<file path="config.mk">
export PLATFORM = sky130hd
export DESIGN_NAME = contador_periodos_multicanal
export DESIGN_NICKNAME = d
export VERILOG_FILES = /design/src/rtl/contador_periodos_pkg.sv /design/src/rtl/canal_periodo.sv /design/src/rtl/contador_periodos_multicanal.sv
export SDC_FILE = /design/constraint.sdc
export NUM_CORES = 1
export LEC_CHECK = 0
export CAP_MARGIN = 20
export CORE_AREA = 5 5 184 186
export CTS_BUF_LIST = sky130_fd_sc_hd__clkbuf_4 sky130_fd_sc_hd__clkbuf_8
export CTS_CLUSTER_SIZE = 16
export DETAILED_ROUTE_END_ITERATION = 10
export DIE_AREA = 0 0 189 191
export PLACE_DENSITY_LB_ADDON = 0.05
export SLEW_MARGIN = 30
export SYNTH_ARGS = -nofsm -noshare
export SYNTH_HDL_FRONTEND = slang
export SYNTH_SLANG_ARGS = --single-unit
</file>
<file path="constraint.sdc">
create_clock -name clk -period 3.4 [get_ports clk]
set_clock_uncertainty 0.05 [all_clocks]
set_input_delay 0.85 -clock clk [delete_from_list [all_inputs] [get_ports clk]]
set_output_delay 0.85 -clock clk [all_outputs]
set_load 0.1 [all_outputs]
</file>
<file path="src/rtl/contador_periodos_pkg.sv">
// contador_periodos_pkg: shared channel state type and sizing helper for the period meter
package contador_periodos_pkg;

  typedef enum logic [1:0] {IDLE, ARMADO, CONTANDO} estado_canal_t;

  // Width of the sub-tick cycle counter; CICLOS_POR_TICK is at least 2 so this is never 0
  function automatic int largura_ciclos(input int ciclos_por_tick);
    return $clog2(ciclos_por_tick);
  endfunction

endpackage

</file>
<file path="src/rtl/canal_periodo.sv">
// canal_periodo: one period-meter channel (synchroniser, edge detect, FSM, counters, result)
module canal_periodo
  import contador_periodos_pkg::*;
#(
  parameter int CICLOS_POR_TICK = 1000,
  parameter int LARGURA         = 32,
  parameter int TIMEOUT_TICKS   = 0
) (
  input  logic               clk,
  input  logic               rst_n,
  input  logic               sinal_in,
  input  logic               borda_descida,
  input  logic               modo_continuo,
  input  logic               start,
  input  logic               stop,
  output logic               ocioso,
  output logic               done,
  output logic               timeout,
  output logic               valido,
  output logic [LARGURA-1:0] periodo
);

  localparam int                 CW     = largura_ciclos(CICLOS_POR_TICK);
  localparam logic [CW-1:0]      ULTIMO = CW'(CICLOS_POR_TICK - 1);
  localparam logic [LARGURA-1:0] LIMITE = LARGURA'(TIMEOUT_TICKS);
  localparam logic [LARGURA-1:0] MAXIMO = '1;

  estado_canal_t      estado, proximo;
  logic [2:0]         sinc;
  logic               continuo, ev, wrap, expira, fecha, aborta;
  logic [CW-1:0]      ciclos, ciclos_n;
  logic [LARGURA-1:0] ticks, ticks_n;

  // sinc[1:0] is the two-flop synchroniser, sinc[2] the history flop for edge detection
  always_ff @(posedge clk or negedge rst_n)
    if (!rst_n) sinc <= '0;
    else sinc <= {sinc[1:0], sinal_in};

  assign ev       = borda_descida ? (~sinc[1] & sinc[2]) : (sinc[1] & ~sinc[2]);
  assign wrap     = ciclos == ULTIMO;
  assign ciclos_n = wrap ? '0 : ciclos + 1'b1;
  assign ticks_n  = (wrap && ticks != MAXIMO) ? ticks + 1'b1 : ticks;
  assign expira   = (TIMEOUT_TICKS != 0) && wrap && (ticks_n == LIMITE);

  // State register
  always_ff @(posedge clk or negedge rst_n)
    if (!rst_n) estado <= IDLE;
    else estado <= proximo;

  // Next state: stop beats everything, a closing edge beats a coincident timeout
  always_comb
    proximo = stop                            ? IDLE :
              (estado == IDLE && start)       ? ARMADO :
              (estado == ARMADO && ev)        ? CONTANDO :
              (estado == CONTANDO && ev)      ? (continuo ? CONTANDO : IDLE) :
              (estado == CONTANDO && expira)  ? (continuo ? ARMADO : IDLE) :
              estado;

  // Decoded events that drive the registered outputs
  always_comb begin
    ocioso = estado == IDLE;
    fecha  = !stop && estado == CONTANDO && ev;
    aborta = !stop && estado == CONTANDO && !ev && expira;
  end

  // Counters, mode latch, result register and one-cycle pulses
  always_ff @(posedge clk or negedge rst_n)
    if (!rst_n) begin
      continuo <= 1'b0;
      ciclos   <= '0;
      ticks    <= '0;
      periodo  <= '0;
      valido   <= 1'b0;
      done     <= 1'b0;
      timeout  <= 1'b0;
    end else begin
      done    <= fecha;
      timeout <= aborta;
      if (estado == IDLE && start && !stop) continuo <= modo_continuo;
      if ((estado == ARMADO && ev) || fecha) begin
        ciclos <= '0;
        ticks  <= '0;
      end else if (estado == CONTANDO) begin
        ciclos <= ciclos_n;
        ticks  <= ticks_n;
      end
      if (fecha) begin
        periodo <= ticks_n;
        valido  <= 1'b1;
      end
    end

endmodule

</file>
<file path="src/rtl/contador_periodos_multicanal.sv">
// contador_periodos_multicanal: multi-channel period meter, per-channel instances plus ready and bus packing
module contador_periodos_multicanal #(
  parameter int NUM_CANAIS      = 4,
  parameter int CICLOS_POR_TICK = 1000,
  parameter int LARGURA         = 32,
  parameter int TIMEOUT_TICKS   = 0
) (
  input  logic                          clk,
  input  logic                          rst_n,
  input  logic [NUM_CANAIS-1:0]         sinal_in,
  input  logic [NUM_CANAIS-1:0]         borda_descida,
  input  logic                          modo_continuo,
  input  logic                          start,
  input  logic [NUM_CANAIS-1:0]         canal_mask,
  input  logic                          stop,
  output logic                          ready,
  output logic [NUM_CANAIS-1:0]         done,
  output logic [NUM_CANAIS-1:0]         timeout,
  output logic [NUM_CANAIS-1:0]         valido,
  output logic [NUM_CANAIS*LARGURA-1:0] periodo
);

  logic [NUM_CANAIS-1:0] ocioso;

  genvar i;
  generate
    for (i = 0; i < NUM_CANAIS; i++) begin : g_canal
      canal_periodo #(
        .CICLOS_POR_TICK(CICLOS_POR_TICK),
        .LARGURA        (LARGURA),
        .TIMEOUT_TICKS  (TIMEOUT_TICKS)
      ) u_canal (
        .clk          (clk),
        .rst_n        (rst_n),
        .sinal_in     (sinal_in[i]),
        .borda_descida(borda_descida[i]),
        .modo_continuo(modo_continuo),
        .start        (start & canal_mask[i]),
        .stop         (stop),
        .ocioso       (ocioso[i]),
        .done         (done[i]),
        .timeout      (timeout[i]),
        .valido       (valido[i]),
        .periodo      (periodo[i*LARGURA +: LARGURA])
      );
    end
  endgenerate

  assign ready = &ocioso;

endmodule

</file>
==> metrics.yaml, run 1 <==
critical_path:
  setup.worst_path.start: "g_canal[2].u_canal.ciclos[0]$_DFFE_PN0P_"
  cp_max_fo: 9
  ff2ff_path_depth: 7
  cpMaxStageDelayCell: "a2111oi_4"
  worstSetupEndpointType: "flip-flop"
  r2r_start: "g_canal[2].u_canal.ciclos[0]$_DFFE_PN0P_"
  worst-path-stages: 7
  crit_buf_inv: 0
  cp_common_cell: "or3_1"
  critPathTopFamily: "simple AND/OR/NAND/NOR gates"
  critPathLaunchType: "flip-flop"
  cp.required_ps: 3860
  reg2reg_to: "g_canal[2].u_canal.ticks[22]$_DFFE_PN0P_"
  critPathKind: "flip-flop to flip-flop"
  r2r_slack_ps: 510
  crit_chain: "ha_1 -> nand3_1 -> or3_1 -> a2111oi_4 -> nand3_2 -> or3_1 -> o21ai_0"
  cp_slowest_stage_delay_ps: 650
  cp.arrival_ps: 3350
timing:
  slew_viol_final: 0
  worst_slack_ps: 507
  period_share_pct: 85.1
  setup_violations: 0
  slew_headroom_pct: 41.9
  fin_setup_tns_ps: 0
  worst_pin_slew_ps: 867
  rsz0062_at_grt: "false"
  fmax_ghz: 0.346
  post-route-min-period_ps: 2890
  finalHoldViolations: 0
placement:
  gp_congestion: 0.845
  placed_cell_area_sq_um: 18600
  port_buffers: 153
  dp_hpwl_mm: 27.7
  pre_cts_slack_ps: 315
routing:
  wl_mm: 40.0
  wl_per_cell_um: 16.2
  drt_iter0_markers: 766
  vias_per_cell: 5.76
  drcViolationCount: 0
  vias: 14200
  antenna_left: 0
  drtPass1Iterations: 5
logic_synthesis:
  synth_edf_count: 0
  yosys_warnings: 0
  netlist_area_sq_um: 17000
  ys_dominant_reg_cell: "dfrtp_1"
  netlist_instances: 1881
  ys_types: 71
  async_flop_share_pct: 100
  synth_seq_area_share_pct: 48.3
  syn_avg_cell_area_sq_um: 9.03
  ys_ff_latch: 328
finish:
  area.growth.synth_to_final_pct: 16.5
  n_fill_cell: 2787
  finalInstanceArea_sq_um: 19800
  nets: 2044
  final-seq-area_sq_um: 8210
  multi_input_area_sq_um: 8180
  drive_above_1_share_pct: 15.6
global_route:
  antenna_found_initial: 2
  grtUsageTotal_pct: 22.3
  grt_max_degree: 79
  first_global_vias: 13700
  overflow: 0
  grt_pass1_wl_mm: 68.3
power_and_ir_drop:
  power_density_nw_per_um2: 529
  finalPower_mw: 10.5
  vdd_drop_max_uv: 467
  leakage_nw: 8.36
floorplanning:
  start_util_pct: 52.9
  fp.dieH_um: 191
  die_w_um: 189
  die_area_sq_um: 36100
  core_area_sq_um: 32100
  num_io_pins: 158
  rows: 66
run:
  drv_cap: 0
outcome:
  status: "finished clean"
min_path:
  hold_class: "primary input to asynchronous set/reset pin"
clock_tree:
  cts-buffers-inserted: 54
  cts.sinks: 328
  clock-root-buffer: "clkbuf_8"
  post_cts_buffers: 0
  clk_latency_ps: 610
  htreeDepth: 2
  cts_buffer_depth: 3
  clk_pin_slew_worst_paths_ps: 60
  cts_tree: "done"
  cts_resized: 0
  ctsHoldBuffers: 0
cell type report:
cell class	instances	share of cell area [%]
inverter	29	0.550
clock buffer	93	5.80
sequential	328	41.4
clock inverter	4	0.114
antenna	1	0.0126
tap	408	2.58
multi-input combinational	1407	41.3
timing repair buffer	199	8.21
placed cells by master (no fill, tap or decap), types with 45 or more instances in the layout:
master | netlist | layout
dfrtp_1 | 328 | 328
nor2_1 | 203 | 198
a21oi_1 | 178 | 178
nand2_1 | 178 | 177
buf_4 | 12 | 176
o21ai_0 | 139 | 137
xnor2_1 | 88 | 88
nand3_1 | 85 | 85
clkbuf_8 | 0 | 72
a31oi_1 | 66 | 66
nand4_1 | 57 | 57
xor2_1 | 56 | 56
nor3_1 | 45 | 45
sequential cells by signal (all words and copies together), names as in the netlist:
| name | count |
|---|---|
| g_canal.u_canal.ciclos | 40 |
| g_canal.u_canal.valido | 4 |
| g_canal.u_canal.ticks | 128 |
| g_canal.u_canal.continuo | 4 |
| g_canal.u_canal.periodo | 128 |
| g_canal.u_canal.sinc | 12 |
| g_canal.u_canal.estado | 8 |
| g_canal.u_canal.done | 4 |
synthesized netlist by cell type, types with 8 or more instances:
cell type,count,area (sq um)
and4_1,11,96.3
a41oi_1,8,70.1
a31oi_1,66,413
xnor2_1,88,771
buf_2,12,60.1
xor2_1,56,490
a21oi_1,178,891
ha_1,8,100
nand2_1,178,668
o22ai_1,10,62.6
nand4_1,57,357
clkbuf_1,85,319
nor4_1,21,131
buf_1,9,33.8
nor3_1,45,225
nor3b_1,9,67.6
and3_1,34,213
or3_1,24,150
nand3_1,85,425
nor2_1,203,762
o31ai_1,32,240
a22o_1,10,87.6
a32o_1,8,80.1
dfrtp_1,328,8210
nand2b_1,22,138
and2_1,16,100
o21ai_0,139,696
buf_4,12,90.1
inv_1,29,109
worst max-delay path by stage:
stage	slack [ps]	to
after global placement	370	g_canal[2].u_canal.ticks[31]$_DFFE_PN0P_
after floorplan	890	g_canal[3].u_canal.ticks[6]$_DFFE_PN0P_
after detailed placement	310	g_canal[2].u_canal.ticks[4]$_DFFE_PN0P_
final	510	g_canal[2].u_canal.ticks[22]$_DFFE_PN0P_
after global routing	310	g_canal[2].u_canal.ticks[22]$_DFFE_PN0P_
after CTS	500	g_canal[2].u_canal.ticks[22]$_DFFE_PN0P_
power breakdown:
group	total, mW	internal (mW)	switching [mW]
clock	3.67	2.10	1.57
sequential	4.38	4.19	0.197
combinational	2.41	0.488	1.92
logic make-up (layout without fill, tap and decap cells):
kind of cell	Yosys count	in the layout	synth area share [%]
fa+ha+maj	8	8	0.589
compound gates	495	495	17.4
mux	8	8	0.508
buf+inv	149	325	3.86
simple gates	748	748	21.9
flops	328	328	48.3
other cells	1	5	0.0221
xor+xnor	144	144	7.42
layer usage:
metal | wire length (um) | track usage (%) | vias to the layer above
li1 | - | - | 7009
met1 | 18600 | 31.1 | 6824
met2 | 18600 | 36.1 | 321
met3 | 2050 | 4.13 | 62
met4 | 768 | 5.94 | 2
met5 | 13 | 0 | -
stage by stage:
stage / hold slack (ps) / instances / util (%)
floorplan: 281 / 1884 / -
global placement: 289 / 2371 / 58.0
detailed placement: 286 / 2371 / 58.0
CTS: 178 / 2468 / 61.6
global route: 212 / 2469 / 61.7
finish: 201 / 2469 / 61.7
(Power assumes the default switching activity.)
==> run 2, diff against run 1 <==
- CORE_AREA: 5 5 184 186 -> 5 5 191 193
- DIE_AREA: 0 0 189 191 -> 0 0 196 198
==> metrics.yaml, run 2 (same netlist as run 1, synthesis figures left out) <==
clock_tree:
  post_cts_buffers: 0  # unchanged
  htreeDepth: 2  # unchanged
  cts-buffers-inserted: 57  # was 54
  cts_tree: "done"  # unchanged
  clk_latency_ps: 610  # about the same
  cts_resized: 0  # unchanged
  clock-root-buffer: "clkbuf_8"  # unchanged
  cts.sinks: 328  # unchanged
  clk_pin_slew_worst_paths_ps: 60  # about the same
  ctsHoldBuffers: 0  # unchanged
  cts_buffer_depth: 3  # unchanged
finish:
  drive_above_1_share_pct: 15.5  # was 15.6%
  mostFrequentLayoutCells: "328 x dfrtp_1, 198 x nor2_1, 178 x a21oi_1"  # unchanged
  insertedDiodeCount: 0  # was 1
  finalInstanceArea_sq_um: 19800  # about the same
  final_common_cell: "dfrtp_1"  # unchanged
  top_regs: "g_canal.u_canal.periodo: 128 flops, g_canal.u_canal.ticks: 128 flops, g_canal.u_canal.ciclos: 40 flops"  # unchanged
  nets: 2045  # was 2044
  area.growth.synth_to_final_pct: 16.7  # was 16.5%
placement:
  gp_congestion: 0.859  # was 0.845
  dp_hpwl_mm: 28.1  # was 27.7 mm
  port_buffers: 153  # unchanged
  placed_cell_area_sq_um: 18700  # was 18600 sq um
routing:
  antenna_left: 0  # unchanged
  wl_mm: 41.1  # was 40.0 mm
  vias_per_cell: 5.65  # was 5.76
  drtPass1Iterations: 5  # unchanged
  drt_iter0_markers: 680  # was 766
  drcViolationCount: 0  # unchanged
  vias: 14200  # about the same
  wl_per_cell_um: 16.3  # was 16.2 um
global_route:
  grt_max_degree: 80  # was 79
  antenna_found_initial: 2  # unchanged
  first_global_vias: 14100  # was 13700
  grtUsageTotal_pct: 21.4  # was 22.3%
  grt_pass1_wl_mm: 70.4  # was 68.3 mm
  overflow: 0  # unchanged
floorplanning:
  fp.dieH_um: 198  # was 191 um
  rows: 68  # was 66
  start_util_pct: 49.4  # was 52.9%
  die_w_um: 196  # was 189 um
  die_area_sq_um: 38800  # was 36100 sq um
  num_io_pins: 158  # unchanged
  core_area_sq_um: 34400  # was 32100 sq um
timing:
  finalHoldViolations: 0  # unchanged
  rsz0062_at_grt: "false"  # unchanged
  fin_setup_tns_ps: 0  # unchanged
  slew_viol_final: 0  # unchanged
  worst_pin_slew_ps: 906  # was 867 ps
  post-route-min-period_ps: 2880  # was 2890 ps
  fmax_ghz: 0.347  # was 0.346 GHz
  setup_violations: 0  # unchanged
  slew_headroom_pct: 39.3  # was 41.9%
  period_share_pct: 84.8  # was 85.1%
min_path:
  hold_class: "primary input to asynchronous set/reset pin"  # unchanged
critical_path:
  critPathKind: "flip-flop to flip-flop"  # unchanged
  r2r_start: "g_canal[2].u_canal.ciclos[0]$_DFFE_PN0P_"  # unchanged
  critPathLaunchType: "flip-flop"  # unchanged
  r2r_slack_ps: 520  # was 510 ps
  reg2reg_to: "g_canal[2].u_canal.ticks[22]$_DFFE_PN0P_"  # unchanged
  cp.required_ps: 3880  # was 3860 ps
  ff2ff_path_depth: 7  # unchanged
  cp_max_fo: 9  # unchanged
  setup.worst_path.start: "g_canal[2].u_canal.ciclos[0]$_DFFE_PN0P_"  # unchanged
  worstSetupEndpointType: "flip-flop"  # unchanged
  cp.arrival_ps: 3370  # was 3350 ps
outcome:
  status: "finished clean"  # unchanged
power_and_ir_drop:
  vdd_drop_max_uv: 578  # was 467 uV
  leakage_nw: 8.36  # about the same
  power_density_nw_per_um2: 529  # about the same
run:
  drv_cap: 0  # unchanged
==> run 2: layout make-up <==
cell class,count,area (sq um)
Fill cell,3121,14500
Sequential cell,328,8210
Multi-Input combinational cell,1407,8180
Timing Repair Buffer,197,1600
Clock buffer,88,1120
Tap cell,455,569
Inverter,29,109
Clock inverter,9,45.0
==> run 2: stage by stage <==
step	setup slack, ps	hold slack (ps)	utilization (%)	std cells	power [mW]
finish	518	181	57.7	2513	10.5
global route	289	195	57.7	2513	11.0
CTS	505	154	57.7	2513	10.6
detailed placement	340	285	54.3	2416	6.89
global placement	411	285	54.3	2416	6.87
floorplan	887	281	-	1884	6.29
==> run 2: report_power, final <==
| part | internal (mW) | switching, mW |
|---|---|---|
| registers | 4.19 | 0.193 |
| clock network | 2.08 | 1.61 |
| logic | 0.485 | 1.93 |
==> run 2: metal layers <==
layer / share of wire (%) / GRT usage [%] / vias to the layer above / wire [um]
li1: - / - / 7021 / -
met1: 46 / 29.6 / 6803 / 18900
met2: 47 / 34.6 / 315 / 19100
met3: 5.5 / 4.30 / 65 / 2250
met4: 1.8 / 5.79 / 4 / 751
met5: 0.049 / 0 / - / 20
==> run 2: worst max-delay path by stage <==
| stage | cells past startpoint | end |
|---|---|---|
| floorplan | 6 | g_canal[3].u_canal.ticks[6]$_DFFE_PN0P_ |
| global placement | 7 | g_canal[0].u_canal.ciclos[5]$_DFFE_PN0P_ |
| detailed placement | 7 | g_canal[0].u_canal.ciclos[5]$_DFFE_PN0P_ |
| CTS | 7 | g_canal[2].u_canal.ticks[22]$_DFFE_PN0P_ |
| global route | 7 | g_canal[2].u_canal.ticks[22]$_DFFE_PN0P_ |
| finish | 7 | g_canal[2].u_canal.ticks[22]$_DFFE_PN0P_ |
==> run 2: critical path: stages (launching register included) <==
cell,delay [ps]
dfrtp_1,400
ha_1,280
nand3_1,210
or3_1,610
a2111oi_4,650
nand3_2,170
or3_1,360
o21ai_0,80
==> run 3, diff against run 2 <==
- clock period: 3.4 -> 3 ns (I/O delays scaled with it)
==> metrics.yaml, run 3 (same netlist as run 1, synthesis figures left out) <==
timing:
  slew_viol_final: 0  # unchanged
  period_share_pct: 92.0  # was 84.8%
  slew_headroom_pct: 36.8  # was 39.3%
  worst_pin_slew_ps: 943  # was 906 ps
  rsz0062_at_grt: "false"  # unchanged
  whs_ps: 34.5  # was 181 ps
  finalHoldViolations: 0  # unchanged
  fin_setup_tns_ps: 0  # unchanged
  setup_violations: 0  # unchanged
  post-route-min-period_ps: 2760  # was 2880 ps
  fmax_ghz: 0.362  # was 0.347 GHz
floorplanning:
  num_io_pins: 158  # unchanged
  rows: 68  # unchanged
  start_util_pct: 49.4  # unchanged
  fp.dieH_um: 198  # unchanged
  die_w_um: 196  # unchanged
  die_area_sq_um: 38800  # unchanged
  core_area_sq_um: 34400  # unchanged
power_and_ir_drop:
  pwr-share-seq_pct: 40.7  # was 41.8%
  sw_frac_of_total_pct: 35.0  # was 35.6%
  pwr-share-clk_pct: 36.7  # was 35.2%
  power_density_nw_per_um2: 605  # was 529 nW/um^2
  p_int_mw: 7.93  # was 6.75 mW
  combPwrFrac_pct: 22.6  # was 23.0%
  power.switching_mw: 4.28  # was 3.73 mW
  vdd_drop_max_uv: 644  # was 578 uV
  finalPower_mw: 12.2  # was 10.5 mW
  leakage_nw: 8.53  # was 8.36 nW
finish:
  mostFrequentLayoutCells: "328 x dfrtp_1, 198 x nor2_1, 180 x buf_4"  # was 328 x dfrtp_1, 198 x nor2_1, 178 x a21oi_1
  insertedDiodeCount: 0  # unchanged
  drive_above_1_share_pct: 16.4  # was 15.5%
  nets: 2059  # was 2045
  area.growth.synth_to_final_pct: 18.8  # was 16.7%
  final_common_cell: "dfrtp_1"  # unchanged
  top_regs: "g_canal.u_canal.periodo: 128 flops, g_canal.u_canal.ticks: 128 flops, g_canal.u_canal.ciclos: 40 flops"  # unchanged
  final_cell_count_no_fill: 2535  # was 2513
outcome:
  status: "finished clean"  # unchanged
critical_path:
  critPathKind: "flip-flop to flip-flop"  # unchanged
  r2r_start: "g_canal[2].u_canal.ciclos[0]$_DFFE_PN0P_"  # unchanged
  ff2ff_path_depth: 8  # was 7
  worstSetupEndpointType: "flip-flop"  # unchanged
  cp.arrival_ps: 3180  # was 3370 ps
  crit_chain: "ha_1 -> nand3_1 -> or4_4 -> a311oi_4 -> buf_4 -> nand4_1 -> xnor2_1 -> o21ai_0"  # was ha_1 -> nand3_1 -> or3_1 -> a2111oi_4 -> nand3_2 -> or3_1 -> o21ai_0
  critPathLaunchType: "flip-flop"  # unchanged
  cp_max_fo: 8  # was 9
  reg2reg_to: "g_canal[2].u_canal.periodo[31]$_DFFE_PN0P_"  # was g_canal[2].u_canal.ticks[22]$_DFFE_PN0P_
  cpMaxStageDelayCell: "or4_4"  # was a2111oi_4
  r2r_slack_ps: 240  # was 520 ps
  cp_slowest_stage_delay_ps: 580  # was 650 ps
  cp.required_ps: 3420  # was 3880 ps
clock_tree:
  cts-buffers-inserted: 56  # was 57
  ctsHoldBuffers: 0  # unchanged
  cts.sinks: 328  # unchanged
  cts_resized: 0  # unchanged
  clk_pin_slew_worst_paths_ps: 60  # about the same
  clk_latency_ps: 620  # was 610 ps
  cts_buffer_depth: 3  # unchanged
  htreeDepth: 2  # unchanged
  cts_tree: "done"  # unchanged
  clock-root-buffer: "clkbuf_8"  # unchanged
  post_cts_buffers: 0  # unchanged
placement:
  post-place-cells: 2431  # was 2416
  port_buffers: 153  # unchanged
  dp_hpwl_mm: 28.7  # was 28.1 mm
  gp_congestion: 0.845  # was 0.859
global_route:
  overflow: 0  # unchanged
  grt_max_degree: 67  # was 80
  first_global_vias: 13900  # was 14100
  grt_pass1_wl_mm: 69.8  # was 70.4 mm
  antenna_found_initial: 0  # was 2
  grtUsageTotal_pct: 21.2  # was 21.4%
routing:
  drtPass1Iterations: 4  # was 5
  antenna_left: 0  # unchanged
  vias_per_cell: 5.65  # about the same
  drcViolationCount: 0  # unchanged
  drt_iter0_markers: 720  # was 680
  wl_mm: 41.3  # was 41.1 mm
  vias: 14300  # was 14200
  wl_per_cell_um: 16.3  # about the same
min_path:
  hold_class: "primary input to asynchronous set/reset pin"  # unchanged
run:
  drv_cap: 0  # unchanged
## run 3: critical path, delay by kind of cell (launching register included)
family          cells  cell delay (ps)
flops               1              410
xor+xnor            1              350
buf+inv             1              220
simple gates        3              940
fa+ha+maj           1              260
compound gates      2              400
## run 3: cell type report
class	instances	area, sq um
Fill cell	3133	14200
Multi-Input combinational cell	1407	8180
Clock buffer	98	1250
Tap cell	455	569
Clock inverter	6	33.8
Sequential cell	328	8210
Timing Repair Buffer	212	1840
Inverter	29	109
## run 3: metrics by stage
stage | utilization, % | area, sq um | worst slack [ps]
after detailed placement | 55.0 | 18900 | 197
after global routing | 58.7 | 20200 | 8.25
after global placement | 55.0 | 18900 | 238
after floorplan | - | 17000 | 524
after CTS | 58.7 | 20200 | 299
final | 58.7 | 20200 | 241
## run 3: worst max-delay path by stage
stage,from,to,depth (start not counted)
5_1_grt,g_canal[2].u_canal.ticks[0]$_DFFE_PN0P_,g_canal[2].u_canal.periodo[5]$_DFFE_PN0P_,8
3_3_place_gp,borda_descida[1],g_canal[1].u_canal.ciclos[8]$_DFFE_PN0P_,7
6_report,g_canal[2].u_canal.ciclos[0]$_DFFE_PN0P_,g_canal[2].u_canal.periodo[31]$_DFFE_PN0P_,8
3_5_place_dp,borda_descida[2],g_canal[2].u_canal.periodo[22]$_DFFE_PN0P_,7
4_1_cts,g_canal[2].u_canal.ticks[0]$_DFFE_PN0P_,g_canal[2].u_canal.periodo[26]$_DFFE_PN0P_,8
2_1_floorplan,g_canal[2].u_canal.ciclos[0]$_DFFE_PN0P_,g_canal[2].u_canal.ticks[22]$_DFFE_PN0P_,8
## run 3: metal layers
layer	part of all wire (%)	GRT usage (%)
met5	0	0
met4	1.7	5.33
met3	4.8	3.81
met2	47	34.7
met1	47	29.6
## run 3: power groups by stage
stage | combinational [mW] | clock, mW | sequential [mW]
after floorplan | 0.545 | 0 | 6.58
after global placement | 2.77 | 0 | 5.04
after detailed placement | 2.79 | 0 | 5.05
after CTS | 2.79 | 4.63 | 4.98
after global routing | 2.89 | 4.84 | 5.02
final | 2.76 | 4.47 | 4.97
